`src/rtl/rf_pkg.sv`:
```
// Shared constants and width helper for the register-file scoreboard.
package rf_pkg;

  localparam int XLEN_DEF  = 32;
  localparam int DEPTH_DEF = 32;

  function automatic int aw_of(input int depth);
    return $clog2(depth);
  endfunction

endpackage

```
`src/rtl/rf_busy_tracker.sv`:
```
// Pending-write tracker: one busy bit per register plus a running pending count.
module rf_busy_tracker
  import rf_pkg::*;
#(
  parameter int DEPTH = DEPTH_DEF,
  localparam int AW = aw_of(DEPTH)
) (
  input  logic             i_clk,
  input  logic             i_rst,
  input  logic             i_iss_wen,
  input  logic [AW-1:0]    i_iss_rd,
  input  logic             i_rd_wen,
  input  logic [AW-1:0]    i_rd_waddr,
  output logic [DEPTH-1:0] o_busy,
  output logic [AW:0]      o_pend_cnt
);

  logic             iss_ok;
  logic             wb_ok;
  logic             set_new;
  logic             clr_eff;
  logic [DEPTH-1:0] busy_nxt;

  always_comb begin
    iss_ok   = i_iss_wen && (i_iss_rd != '0);
    wb_ok    = i_rd_wen && (i_rd_waddr != '0);
    set_new  = iss_ok && !o_busy[i_iss_rd];
    // a clear only counts when the same-cycle issue isn't re-setting that bit
    clr_eff  = wb_ok && o_busy[i_rd_waddr] && !(iss_ok && (i_iss_rd == i_rd_waddr));
    busy_nxt = o_busy;
    if (wb_ok)  busy_nxt[i_rd_waddr] = 1'b0;
    if (iss_ok) busy_nxt[i_iss_rd]   = 1'b1;
  end

  always_ff @(posedge i_clk) begin
    if (i_rst) begin
      o_busy     <= '0;
      o_pend_cnt <= '0;
    end else begin
      o_busy <= busy_nxt;
      if (set_new && !clr_eff)
        o_pend_cnt <= o_pend_cnt + (AW+1)'(1);
      else if (clr_eff && !set_new)
        o_pend_cnt <= o_pend_cnt - (AW+1)'(1);
    end
  end

endmodule

```
`src/rtl/rf_scoreboard.sv`:
```
// Two-read / one-write register file with pending-write scoreboard and optional writeback bypass.
module rf_scoreboard
  import rf_pkg::*;
#(
  parameter int XLEN      = XLEN_DEF,
  parameter int DEPTH     = DEPTH_DEF,
  parameter bit BYPASS_EN = 1'b0,
  localparam int AW = aw_of(DEPTH)
) (
  input  logic            i_clk,
  input  logic            i_rst,
  input  logic [AW-1:0]   i_rs1_raddr,
  output logic [XLEN-1:0] o_rs1_rdata,
  output logic            o_rs1_busy,
  input  logic [AW-1:0]   i_rs2_raddr,
  output logic [XLEN-1:0] o_rs2_rdata,
  output logic            o_rs2_busy,
  input  logic            i_iss_wen,
  input  logic [AW-1:0]   i_iss_rd,
  input  logic            i_rd_wen,
  input  logic [AW-1:0]   i_rd_waddr,
  input  logic [XLEN-1:0] i_rd_wdata,
  output logic            o_hazard,
  output logic [AW:0]     o_pend_cnt
);

  logic [XLEN-1:0]  mem [DEPTH];
  logic [DEPTH-1:0] busy;

  rf_busy_tracker #(.DEPTH(DEPTH)) u_busy (
    .i_clk      (i_clk),
    .i_rst      (i_rst),
    .i_iss_wen  (i_iss_wen),
    .i_iss_rd   (i_iss_rd),
    .i_rd_wen   (i_rd_wen),
    .i_rd_waddr (i_rd_waddr),
    .o_busy     (busy),
    .o_pend_cnt (o_pend_cnt)
  );

  always_ff @(posedge i_clk) begin
    if (i_rst) begin
      for (int i = 0; i < DEPTH; i++) mem[i] <= '0;
    end else if (i_rd_wen && (i_rd_waddr != '0)) begin
      mem[i_rd_waddr] <= i_rd_wdata;
    end
  end

  logic wb_ok;
  logic rs1_wb_hit, rs1_iss_hit;
  logic rs2_wb_hit, rs2_iss_hit;

  always_comb begin
    wb_ok       = BYPASS_EN && i_rd_wen && (i_rd_waddr != '0);
    rs1_wb_hit  = wb_ok && (i_rd_waddr == i_rs1_raddr);
    rs2_wb_hit  = wb_ok && (i_rd_waddr == i_rs2_raddr);
    rs1_iss_hit = i_iss_wen && (i_iss_rd == i_rs1_raddr);
    rs2_iss_hit = i_iss_wen && (i_iss_rd == i_rs2_raddr);

    o_rs1_rdata = '0;
    o_rs1_busy  = 1'b0;
    if (i_rs1_raddr != '0) begin
      o_rs1_rdata = mem[i_rs1_raddr];
      o_rs1_busy  = busy[i_rs1_raddr];
      // a colliding issue keeps the register pending, so no forwarding then
      if (rs1_wb_hit && rs1_iss_hit) begin
        o_rs1_busy = 1'b1;
      end else if (rs1_wb_hit) begin
        o_rs1_rdata = i_rd_wdata;
        o_rs1_busy  = 1'b0;
      end
    end

    o_rs2_rdata = '0;
    o_rs2_busy  = 1'b0;
    if (i_rs2_raddr != '0) begin
      o_rs2_rdata = mem[i_rs2_raddr];
      o_rs2_busy  = busy[i_rs2_raddr];
      if (rs2_wb_hit && rs2_iss_hit) begin
        o_rs2_busy = 1'b1;
      end else if (rs2_wb_hit) begin
        o_rs2_rdata = i_rd_wdata;
        o_rs2_busy  = 1'b0;
      end
    end

    o_hazard = o_rs1_busy || o_rs2_busy;
  end

endmodule
```
`config.mk`:
```
export PLATFORM = sky130hd
export DESIGN_NAME = rf_scoreboard
export DESIGN_NICKNAME = d
export VERILOG_FILES = /design/src/rtl/rf_pkg.sv /design/src/rtl/rf_busy_tracker.sv /design/src/rtl/rf_scoreboard.sv
export SDC_FILE = /design/constraint.sdc
export NUM_CORES = 2
export LEC_CHECK = 0
export CAP_MARGIN = 20
export CORE_MARGIN = 2
export CORE_UTILIZATION = 35
export DETAILED_ROUTE_END_ITERATION = 12
export SYNTH_ARGS = -nofsm -noshare
export SYNTH_HDL_FRONTEND = slang
export SYNTH_SLANG_ARGS = --single-unit
```
`constraint.sdc`:
```
create_clock -name i_clk -period 5.85 [get_ports i_clk]
set_input_delay 1.755 -clock i_clk [delete_from_list [all_inputs] [get_ports i_clk]]
set_output_delay 1.755 -clock i_clk [all_outputs]
set_load 0.02 [all_outputs]
```
-- After elaboration in Yosys (flattened, before gate mapping)
Memories as Yosys holds them, arrays and structs flattened.
Index checks and enable logic that the tools add are counted.
- add/sub/neg operators: 2
- order comparisons: 6
- equality and inequality tests: 1
- mux-type cells: 28
- bitwise operators: 3
- reduce and logical (&&, ||, !) cells: 21
- operators with widths (operator ; number):
    2-to-1 mux 32 bit ; 5
    AND 32 bit ; 1
    NOT 32 bit ; 1
    bitwise OR 32 bit ; 1
    OR reduction 32 bit ; 1
    < comparator 5 x 6 -> 1 bit, second input constant ; 4
    binary-select mux 1 bit (select 5 bit) ; 4
    nonzero test 5 bit ; 4
    2-to-1 mux 1 bit ; 14
    2-to-1 mux 6 bit ; 2
    demux 1 bit (select 5 bit) ; 2
    >= comparator 5 x 1 -> 1 bit, second input constant ; 2
    logical AND 1 bit ; 10
    adder 6 x 1 -> 6 bit, second input constant ; 1
    subtractor 6 x 1 -> 6 bit, second input constant ; 1
    == test 5 bit ; 1
    2-to-1 mux 5 bit ; 1
    logical NOT 1 bit ; 4
    nonzero test 2 bit ; 1
    logical OR 1 bit ; 1
- register bits: 38
- bits in writable memories: 1024
- input bits: 56
- output and inout port bits: 73
- word-level logic and storage cells: 64
- memories kept: 1
- memories (name ; depth ; bits a word ; read ports ; clocked after Yosys merged registers in ; write ports ; RTL line ; RTL):
    mem ; 32 ; 32 ; 2 ; 0 ; 32 ; rf_scoreboard.sv:27 ; logic [XLEN-1:0] mem [DEPTH];

-- Logic depth before layout (Yosys ltp)
- word-level depth: 9
- gate-level depth with buffers: 14
- mapped depth without buffers: 13

-- By module
From an unflattened synthesis, not the netlist that was laid out.
- cell total of the unflattened synthesis: 3705
- area total of the unflattened synthesis: 57337.5 um^2
- by module, submodules not included (module ; times used ; cells an instance ; area an instance (um^2) ; sequential area each (um^2)):
    rf_scoreboard ; 1 ; 3412 ; 54940.2 ; 30749.5
    rf_busy_tracker ; 1 ; 293 ; 2397.3 ; 760.7

-- Worst setup path after synthesis
No wires, ideal clock.
- path kind: input -> output
- from: input i_rs1_raddr[1]
- to: output o_rs1_rdata[0]
- data arrival time: 3.561 ns
- required time: 4.095 ns
- path slack: 0.534 ns
- cell stages on the path: 6
- buffers on the path: 3
- cells stage by stage: buf_4 > clkbuf_1 > buf_1 > mux4_2 > mux4_2 > a21o_1
- longest elaborated chain between the ends: 2
- elaborated cells on any way between the ends: 3
- classes of those cells: mux (1); reduce/logical (1); memory (1)
- RTL lines (item ; RTL line ; RTL):
    start, declared ; rf_scoreboard.sv:12 ; input logic [AW-1:0] i_rs1_raddr,
    memory (32 x 32 bit) / nonzero test 5 bit (equally long branches) ; n/a ;
    2-to-1 mux 32 bit * ; rf_scoreboard.sv:62 ; if (i_rs1_raddr != '0) begin
    end, declared ; rf_scoreboard.sv:13 ; output logic [XLEN-1:0] o_rs1_rdata,
Every way passes the cells marked *; elsewhere a longest branch is shown, timed or not.

-- Worst setup path after layout
- from: input i_rs1_raddr[0]
- to: output o_rs1_rdata[25]
The elaborated chain is that of the path after synthesis.

==> metrics.sh <==
OUTCOME='finished, final reports clean'
POST_SYNTH_MOST_FREQUENT_CELLS='1024 x sky130_fd_sc_hd__edfxtp_1, 997 x sky130_fd_sc_hd__and2_1, 549 x sky130_fd_sc_hd__mux4_2, 278 x sky130_fd_sc_hd__clkbuf_1, 134 x sky130_fd_sc_hd__mux2i_1'
GLOBAL_ROUTE.OVERFLOW_TOTAL=0
POSTROUTEANTENNANETS=0
DIE_W_UM=409
POWER_PER_CELL_AREA_nW_PER_UM2=283
SETUP_REPAIR_AFTER_GLOBAL_ROUTING_MISSED_ITS_MARGIN='no'
SEQ_POWER_SHARE_PCT=47.5
TOTAL_SWITCHING_POWER_mW=4.83
CTS_INSERTED_BUFFERS=110
AREA.GROWTH.SYNTH_TO_FINAL_PCT=16.5
DIEHEIGHT_UM=409
CORE-AREA_UM2=163000
PLACED_AREA_UM2=62900
CRIT_PATH_END_KIND='output pin'
DRV_CAP=0
COMB_POWER_SHARE_PCT=14.3
FINAL.HOLD.WORST_SLACK_NS=0.491
GRT_ANTENNA_BEFORE_REPAIR=42
IRDROPWORSTVDD_mV=0.246
UNIQUE_CELL_TYPE_COUNT_IN_THE_YOSYS_NETLIST=50
POSTSYNTHREGISTERBITS=1062
FIRST_GLOBAL_VIAS=36000
VIASPERCELL=6.01
SYNTH.TOP_CELLS.BY_AREA='sky130_fd_sc_hd__edfxtp_1 54%, sky130_fd_sc_hd__mux4_2 22%, sky130_fd_sc_hd__and2_1 11%'
YOSYS.AREA.TOP_TYPE='sky130_fd_sc_hd__edfxtp_1'
SWITCHING_SHARE_PCT=25.6
HTREE_NUM_LEVELS=3
DIE_AREA_UM2=167000
WIRELENGTH_UM=206000
CP_DATA_ARRIVAL_TIME_NS=4.06
FINISH.NET_COUNT=3831
WORST_PIN_SLEW_NS=1.10
GRT_FIRST_PASS_WIRELENGTH_UM=285000
POST-ROUTE-PERIOD-UTIL_PCT=99.4
POST-ROUTE-DRC-COUNT=0
POST_SYNTH_EDFFS=1024
CLK_PIN_SLEW_WORST_PATHS_NS=0.06
POWER_FRAC_CLOCK_PCT=38.2
TIMING.MAX_SLEW.REL_SLACK_PCT=26.6
COUNT_OF_BUFFERS_FROM_PORT_BUFFERING=128
CTS_BUFFER_DEPTH=3
FINAL_LAYOUT_SIZE_SUFFIX_GT1_SHARE_PCT=28.5
CP-START-KIND='primary input'
SYNTH_ASYNC_SR_FLOP_SHARE_PCT=0
YOSYSSEQAREASHARE_PCT=55.0
SYNTH.TOP_CELL.AREA_SHARE_PCT=53.7
GRT_START_MAX_NET_PINS=53
CELL_WITH_THE_MOST_INSTANCES_AFTER_SYNTHESIS='sky130_fd_sc_hd__edfxtp_1'
DESIGN.PORTCOUNT=129
WORST_HOLD_PATH_TYPE='reg2reg'
DP_HPWL_UM=125000
ROOT_BUFFER_SELECTED_BY_CTS='sky130_fd_sc_hd__clkbuf_16'
INTPOWER_mW=14.1
DETAILROUTE.VIA_COUNT=36300
POSTCTSHOLDBUFS=0
FIN_AREA_UM2=66800
GRT.TOTAL_USAGE_PCT=24.3
FINALSETUPVIOLATIONS=0
DR.FIRST_ITER.DRC_COUNT=5472
SKEW_NS=0.00335
TIMING.FINAL.CRIT_PERIOD_NS=5.81
SYNTH_TOP_FLOP_CELL='sky130_fd_sc_hd__edfxtp_1'
TIMING.CRITICAL_PATH.FANOUT_MAX=11
CLOCK-SINKS=1062
TIMING_WORST_SETUP_PATH_TYPE='in2out'
FINALHOLDVIOLCOUNT=0
POST_SYNTH.CELL_AREA_AVG_UM2=15.8
TIMING.CRITICAL_PATH.REQUIRED_NS=4.09
FMAXACHIEVABLE_MHz=172
NUMBER_OF_CELL_ROWS=148
SYN_AREA_UM2=57300
DRTPASS1ITERATIONS=7
CLK-INSERTION-DELAY-LATE_NS=0.73
ROUTED_WIRE_LENGTH_PER_INSTANCE_UM=34.0
NETLIST_INSTANCES=3619
YOSYS_WARNINGS=0
START_UTIL_PCT=35.2
CLOCK_TREE_FROM_TRITONCTS='yes'
GP_ROUTABILITY_CONGESTION=0.875
POWER.LEAKAGE_nW=23.5
FINAL_REPORT_MAX_SLEW_VIOLATION_COUNT=0
cells in the final DEF, fill, tap and decap left out, types with 30 or more instances in the layout:
master,n
sky130_fd_sc_hd__conb_1,32
sky130_fd_sc_hd__a21o_1,63
sky130_fd_sc_hd__clkdlybuf4s50_1,60
sky130_fd_sc_hd__clkbuf_16,116
sky130_fd_sc_hd__buf_4,211
sky130_fd_sc_hd__and2_1,997
sky130_fd_sc_hd__mux4_1,55
sky130_fd_sc_hd__nand2_1,34
sky130_fd_sc_hd__edfxtp_1,1024
sky130_fd_sc_hd__inv_1,38
sky130_fd_sc_hd__mux4_2,549
sky130_fd_sc_hd__a21o_2,33
sky130_fd_sc_hd__dfxtp_1,38
sky130_fd_sc_hd__clkinv_1,30
sky130_fd_sc_hd__mux2i_1,134
sky130_fd_sc_hd__buf_12,86
sky130_fd_sc_hd__o22ai_1,81
worst max-delay path, stage by stage:
cell	delay [ns]
sky130_fd_sc_hd__buf_12	0.20
sky130_fd_sc_hd__buf_16	0.21
sky130_fd_sc_hd__mux4_2	0.52
sky130_fd_sc_hd__mux4_2	0.55
sky130_fd_sc_hd__a21o_1	0.24
sky130_fd_sc_hd__clkdlybuf4s50_1	0.54
state kept, by name (all words and copies together), names as in the netlist:
signal and flops:
u_busy.o_busy 32, mem 1024, u_busy.o_pend_cnt 6
layer usage:
| layer | part of all wire [%] | wire length [µm] | up-vias | global-route usage (%) |
|---|---|---|---|---|
| met5 | 0.031 | 63 | - | 0 |
| met4 | 3.7 | 7680 | 10 | 8.31 |
| met3 | 12 | 24400 | 440 | 6.07 |
| met2 | 46 | 93600 | 2384 | 37.7 |
| met1 | 39 | 80000 | 19100 | 33.3 |
| li1 | - | - | 14400 | - |
power groups by stage:
| stage | Sequential [mW] | Clock, mW | Combinational (mW) |
|---|---|---|---|
| after detailed placement | 9.12 | 0 | 2.66 |
| after floorplan | 9.05 | 0 | 1.56 |
| after global placement | 9.10 | 0 | 2.65 |
| final | 8.97 | 7.22 | 2.70 |
| after CTS | 8.97 | 7.26 | 2.67 |
| after global routing | 9.02 | 7.54 | 2.80 |
layout make-up:
class / instances / area [µm²]
diodes: 8 / 20.0
well taps: 2175 / 2720
fillers: 14500 / 96000
clock inverters: 64 / 657
clock buffers: 137 / 2930
multi-input cells: 2162 / 24300
inverters: 38 / 143
repair buffers: 395 / 4470
flip-flops and latches: 1062 / 31500
worst paths after layout:
kind	start	endpoint	slack, ns	cells after the start
max	i_rs1_raddr[0]	o_rs1_rdata[25]	0.04	6
min	u_busy.o_pend_cnt[2]	u_busy.o_pend_cnt[2]	0.49	2
max reg2reg	u_busy.o_busy[1]	u_busy.o_pend_cnt[5]	2.44	13
min reg2reg	u_busy.o_pend_cnt[2]	u_busy.o_pend_cnt[2]	0.49	2
cell families after synthesis:
group	after synthesis	synth area share [%]
simple gates	1149	12.2
mux	742	26.5
xor+xnor	9	0.138
compound gates	224	2.67
fa+ha+maj	6	0.144
buf+inv	426	3.32
flops	1062	55.0
other cells	1	0.00654
repair_timing:
| action | CTS | global route |
|---|---|---|
| pin swaps | 0 | 0 |
| buffers inserted | 0 | 0 |
| setup endpoints to repair | 20 | 20 |
| resized for setup | 25 | 12 |
| cloned | 1 | 3 |
per-stage QoR:
stage / setup WS, ns / total power, mW / cells / setup TNS (ns) / util [%]
floorplan: 0.534 / 10.6 / 3650 / 0 / -
global placement: -0.150 / 11.7 / 5827 / -0.760 / 38.7
detailed placement: -0.132 / 11.8 / 5827 / -0.751 / 38.7
CTS: -0.0441 / 18.9 / 6029 / -0.0446 / 40.9
global route: 0.00598 / 19.3 / 6037 / 0 / 41.0
finish: 0.0373 / 18.9 / 6041 / 0 / 41.0
Power figures use the tool's default switching activity.
